### src/rtl/uart_arb_pkg.sv
// uart_arb_pkg: shared FSM state type and default byte timeout for the UART transmit arbiter
package uart_arb_pkg;
    typedef enum logic [2:0] {IDLE, FETCH, START, WAIT_ACC, WAIT_DONE} state_e;
    localparam int TIMEOUT_CYCLES_DEF = 2_000_000;
endpackage

### src/rtl/uart_tx_arbiter_rr_pick.sv
// rr_pick: combinational round-robin pick of the first set request at or above ptr_i, wrapping
module rr_pick #(
    parameter int N = 4,
    parameter int W = $clog2(N)
) (
    input  logic [N-1:0] req_i,
    input  logic [W-1:0] ptr_i,
    output logic [W-1:0] grant_o,
    output logic         any_o
);
    logic [W-1:0] idx;
    // walk offsets from farthest to nearest so the request closest to ptr_i wins
    always_comb begin
        grant_o = '0;
        any_o = 1'b0;
        idx = '0;
        for (int k = N - 1; k >= 0; k--) begin
            idx = W'((int'(ptr_i) + k) % N);
            if (req_i[idx]) begin
                grant_o = idx;
                any_o = 1'b1;
            end
        end
    end
endmodule

### src/rtl/uart_tx_arbiter.sv
// uart_tx_arbiter: frame-granular round-robin sharing of one UART transmitter with stall timeout
module uart_tx_arbiter
    import uart_arb_pkg::*;
#(
    parameter int NUM_REQ = 4,
    parameter int TIMEOUT_CYCLES = TIMEOUT_CYCLES_DEF,
    parameter int ID_W = $clog2(NUM_REQ)
) (
    input  logic                 sys_clk,
    input  logic                 rst,
    input  logic [NUM_REQ-1:0]   req_valid,
    input  logic [8*NUM_REQ-1:0] req_data,
    input  logic [NUM_REQ-1:0]   req_last,
    output logic [NUM_REQ-1:0]   req_ready,
    output logic                 tx_start,
    output logic [7:0]           tx_data,
    input  logic                 tx_finish,
    output logic [ID_W-1:0]      grant_id,
    output logic                 busy,
    output logic                 timeout_err
);
    localparam int TW = $clog2(TIMEOUT_CYCLES + 1);
    state_e state_q, state_d;
    logic [ID_W-1:0] rr_q, rr_d, gid_q, gid_d, pick, sel, nxt;
    logic [7:0] data_q, data_d;
    logic [TW-1:0] timer_q, timer_d;
    logic locked_q, locked_d, last_q, last_d, start_q, start_d, err_q, err_d;
    logic fin_meta_q, fin_s_q, any, take;

    rr_pick #(.N(NUM_REQ), .W(ID_W)) u_pick (
        .req_i  (req_valid),
        .ptr_i  (rr_q),
        .grant_o(pick),
        .any_o  (any)
    );

    assign nxt = (gid_q == ID_W'(NUM_REQ - 1)) ? '0 : gid_q + 1'b1;
    assign tx_start = start_q;
    assign tx_data = data_q;
    assign grant_id = gid_q;
    assign busy = state_q != IDLE;
    assign timeout_err = err_q;

    // two-flop synchronizer for the UART status; resets to idle so a fresh start is not mistaken for acceptance
    always_ff @(posedge sys_clk) begin
        if (rst) begin
            fin_meta_q <= 1'b1;
            fin_s_q <= 1'b1;
        end else begin
            fin_meta_q <= tx_finish;
            fin_s_q <= fin_meta_q;
        end
    end

    // next-state: grant/fetch a byte, hand it to the UART, track accept/done and abandon stalled bytes
    always_comb begin
        state_d = state_q;
        rr_d = rr_q;
        gid_d = gid_q;
        data_d = data_q;
        last_d = last_q;
        locked_d = locked_q;
        start_d = start_q;
        err_d = err_q;
        timer_d = timer_q;
        req_ready = '0;
        take = 1'b0;
        sel = gid_q;
        case (state_q)
            IDLE: begin
                sel = pick;
                take = !locked_q && any;
                if (locked_q) state_d = FETCH;
            end
            FETCH: take = req_valid[gid_q];
            START: begin
                start_d = 1'b1;
                timer_d = '0;
                state_d = WAIT_ACC;
            end
            WAIT_ACC, WAIT_DONE: begin
                timer_d = (timer_q == TW'(TIMEOUT_CYCLES)) ? timer_q : timer_q + 1'b1;
                if (state_q == WAIT_ACC && !fin_s_q) begin
                    start_d = 1'b0;
                    state_d = WAIT_DONE;
                end else if (state_q == WAIT_DONE && fin_s_q) begin
                    state_d = last_q ? IDLE : FETCH;
                    locked_d = !last_q;
                    rr_d = last_q ? nxt : rr_q;
                end else if (timer_q >= TW'(TIMEOUT_CYCLES - 1)) begin
                    start_d = 1'b0;
                    err_d = 1'b1;
                    locked_d = 1'b0;
                    rr_d = nxt;
                    state_d = IDLE;
                end
            end
            default: state_d = IDLE;
        endcase
        if (take) begin
            req_ready[sel] = 1'b1;
            gid_d = sel;
            data_d = req_data[{sel, 3'b000} +: 8];
            last_d = req_last[sel];
            locked_d = 1'b1;
            state_d = START;
        end
    end

    // state and registered outputs
    always_ff @(posedge sys_clk) begin
        if (rst) begin
            state_q <= IDLE;
            rr_q <= '0;
            gid_q <= '0;
            data_q <= '0;
            last_q <= 1'b0;
            locked_q <= 1'b0;
            start_q <= 1'b0;
            err_q <= 1'b0;
            timer_q <= '0;
        end else begin
            state_q <= state_d;
            rr_q <= rr_d;
            gid_q <= gid_d;
            data_q <= data_d;
            last_q <= last_d;
            locked_q <= locked_d;
            start_q <= start_d;
            err_q <= err_d;
            timer_q <= timer_d;
        end
    end
endmodule
### config.mk
export PLATFORM = sky130hd
export DESIGN_NAME = uart_tx_arbiter
export DESIGN_NICKNAME = d
export VERILOG_FILES = /design/src/rtl/uart_arb_pkg.sv /design/src/rtl/uart_tx_arbiter_rr_pick.sv /design/src/rtl/uart_tx_arbiter.sv
export SDC_FILE = /design/constraint.sdc
export NUM_CORES = 1
export LEC_CHECK = 0
export ABC_AREA = 1
export BUFFER_PORTS_ARGS = -buffer_cell sky130_fd_sc_hd__buf_2
export CAP_MARGIN = 10
export CORE_UTILIZATION = 26
export DETAILED_ROUTE_END_ITERATION = 16
export GPL_TIMING_DRIVEN = 0
export HOLD_SLACK_MARGIN = 0.06
export PLACE_DENSITY = 0.51
export SLEW_MARGIN = 40
export SYNTH_ARGS = -nofsm -noshare
export SYNTH_HDL_FRONTEND = slang
export SYNTH_HIERARCHICAL = 1
export SYNTH_SLANG_ARGS = --single-unit
### constraint.sdc
create_clock -name sys_clk -period 1.86 [get_ports sys_clk]
set_clock_uncertainty 0.2 [all_clocks]
set_input_delay 0.372 -clock sys_clk [delete_from_list [all_inputs] [get_ports sys_clk]]
set_output_delay 0.372 -clock sys_clk [all_outputs]
set_load 0.05 [all_outputs]
==> impl_metrics.ini <==
[outcome]
status = finished with violations
violations = negative setup slack

[die]
die_width_um = 108
io_pins = 60
die_area_um2 = 11700
core_um2 = 10900
start_util = 0.269
rows = 38
die_height_um = 108

[clock_tree]
clock_sinks = 42
cts_tree = yes
numCtsBuffers = 5
clock-root-buffer = clkbuf_8
clockBufferDepth = 2
h-tree-depth = 2
path_clk_slew_ns = 0.09
clk_latency_ns = 0.30

[grt]
grt.total_usage = 0.156
grt_pass1_wl_um = 14600
grt-busiest-layer = met2
first_global_vias = 3141
grt_antenna_before_repair = 0
use_met3 = 0.0301
grt_max_degree = 15
globalRouteMet2Util = 0.262
met1_usage = 0.205
grt-ovfl-total = 0

[sta]
rsz0062_at_grt = yes
fin_setup_tns_ns = -6.66
min_period_ns = 2.61
finalMaxSlewViolations = 0
setup_viol = 14
finalCritPeriodShare = 1.41
tightest_slew_ns = 0.637
layout_setup_ws_ns = -0.754
hold_viol = 0
slew_headroom = 0.575
fmax_mhz = 383

[yosys]
synthTopCellsByCount = 120 x nand2_1, 57 x inv_1, 54 x nor2_1
yosysWarnings = 6
ys_ff_latch = 42
avgSynthCellArea_um2 = 6.18
synth_area_leader_cell = dfxtp_1
synthArstFlopShare = 0
yosysSeqAreaShare = 0.288
synth.distinct_cells = 35
ys.flop_type = dfxtp_1
yosysMostFrequentCell = nand2_1
yosysTopAreaCellShare = 0.288
postSynthCellCount = 473
netlist_area_um2 = 2920
ys_top_cells_by_area = dfxtp_1 29%, nand2_1 15%, inv_1 7.3%
synth_edf_count = 0
mappedNetlistNets = 519

[place]
hpwlAfterDp_um = 6610
gp_congestion = 0.827
dpl_cell_area_um2 = 3450
portBuffers = 58

[min_path]
hold_class = flip-flop to flip-flop
min_to = fin_s_q
holdPathStages = 1
min_from = fin_meta_q

[drt]
first_pass_iters = 4
vias_per_cell = 4.79
vias = 3407
drt-total-wl_um = 9590
ant_nets = 0
drc = 0
first_iter_violations = 158
wire_per_inst_um = 13.5

[worst_setup_path]
crit_chain = buf_6, inv_4, nand2_2, and2_4, nand2_4, nand2_2, inv_2, nand2_2, nand2_1, nand2_1, o21ai_2, inv_2, buf_8, nor3_4, buf_6
r2r-start = rr_q[0]
ff2ff_path_depth = 20
cp_max_fo = 5
cp-end-kind = primary output
slowest_stage = dfxtp_4
reg2reg_slack_ns = -0.50
crit_path_max_incr_delay_ns = 0.37
path_class = flip-flop to primary output
worst_ep_arrival_time_ns = 2.04
critPathRequiredTime_ns = 1.29
cpMostUsedCell = nand2_2
start_kind = flip-flop
reg2reg_to = tx_data[4]

[finish]
nNetsFinal = 616
nFillCells = 1112
final_core_util = 0.404
drive_gt1_frac = 0.420
areaGrowthSynthToFinish_pct = 50.5
final_area_um2 = 4400
num_antenna_cells = 0

[power]
leakage_nw = 1.91
powerDensity_nw_per_um2 = 1560
ir_drop_mv = 1.39

[run]
cap_viol_max_count = 0
-- repair_timing --
item                                    in CTS  in global routing
setup buffers                               16                 14
endpoints found under the setup margin      44                 45
cloned                                       1                  4
hold buffers                                 1                  0
pin swaps                                   14                 25
resized for setup                           35                127
hold endpoints to repair                     1                  0
-- critical path, delay by kind of cell, from the launching register on --
family	cells	cell delay [ns]
DFF	1	0.37
buffers and inverters	6	0.62
AOI/OAI and AO/OA	1	0.16
and+or+nand+nor	8	0.61
-- metrics by stage --
stage          cells  setup WS, ns  hold slack [ns]  power, mW
6_report         711        -0.754            0.219       6.86
5_1_grt          711        -0.894            0.230       7.31
4_1_cts          697        -0.742            0.223       5.68
3_5_place_dp     671        -0.693            0.200       4.42
3_3_place_gp     671        -0.673            0.196       4.39
2_1_floorplan    473        -0.465            0.189       3.66
-- where the power goes --
part	total, mW	switching (mW)	internal, mW
Sequential	1.25	0.173	1.08
Combinational	4.95	2.85	2.09
Clock	0.664	0.357	0.306
-- sequential cells by signal, indices dropped and copies added (netlist names) --
signal / cells
last_q: 1
grant_id: 2
rr_q: 2
locked_q: 1
timeout_err: 1
state_q: 3
fin_meta_q: 1
timer_q: 21
tx_start: 1
fin_s_q: 1
tx_data: 8
-- cell type report --
cell class,instances,area (um^2),share of cell area
multi-input combinational,353,2240,0.508
sequential,42,875,0.199
timing repair buffer,90,634,0.144
inverter,65,249,0.0566
tap,140,175,0.0398
buffer,13,133,0.0301
clock buffer,6,82.6,0.0188
clock inverter,2,16.3,0.00370
-- cells by family after synthesis --
kind of cell             count (synthesis)  synth area share
AO/OA/AOI/OAI                           86             0.175
XOR/XNOR                                 1           0.00300
adder cells (fa/ha/maj)                  3            0.0128
AND/OR/NAND/NOR                        262             0.402
flip-flops                              42             0.288
buffers and inverters                   79             0.120
-- worst max-delay path by stage --
stage | endpoint | startpoint | cells after the start | slack (ns)
after global routing | req_ready[0] | rr_q[0] | 15 | -0.89
after CTS | req_ready[0] | rr_q[0] | 15 | -0.74
final | req_ready[0] | rr_q[0] | 15 | -0.75
after floorplan | req_ready[0] | rr_q[0] | 12 | -0.46
after detailed placement | req_ready[3] | req_valid[1] | 12 | -0.69
after global placement | req_ready[2] | req_valid[1] | 12 | -0.67
-- metal layers --
metal	vias to the layer above	part of all wire
met5	-	0
met4	0	0.011
met3	6	0.054
met2	88	0.49
li1	1739	-
met1	1574	0.45
-- cell usage in the layout (no fill, tap or decap), types with 6 or more instances in the layout --
cell,Yosys,final
nand2_1,120,105
nand4_1,17,17
o21ai_0,26,15
a21oi_1,27,21
o2bb2ai_2,0,6
o21ai_1,5,10
buf_4,3,23
buf_8,0,6
inv_2,7,13
clkbuf_8,0,6
buf_6,5,12
nand2_4,1,7
nor2_1,54,35
inv_1,57,50
nand3_2,3,11
nand2_2,9,17
nand3_1,38,28
nor2_2,1,11
dfxtp_2,0,15
dfxtp_1,42,23
o21bai_1,9,9
buf_2,2,53
nor2_4,2,11
Note: power is estimated with default switching activity, not from simulation.
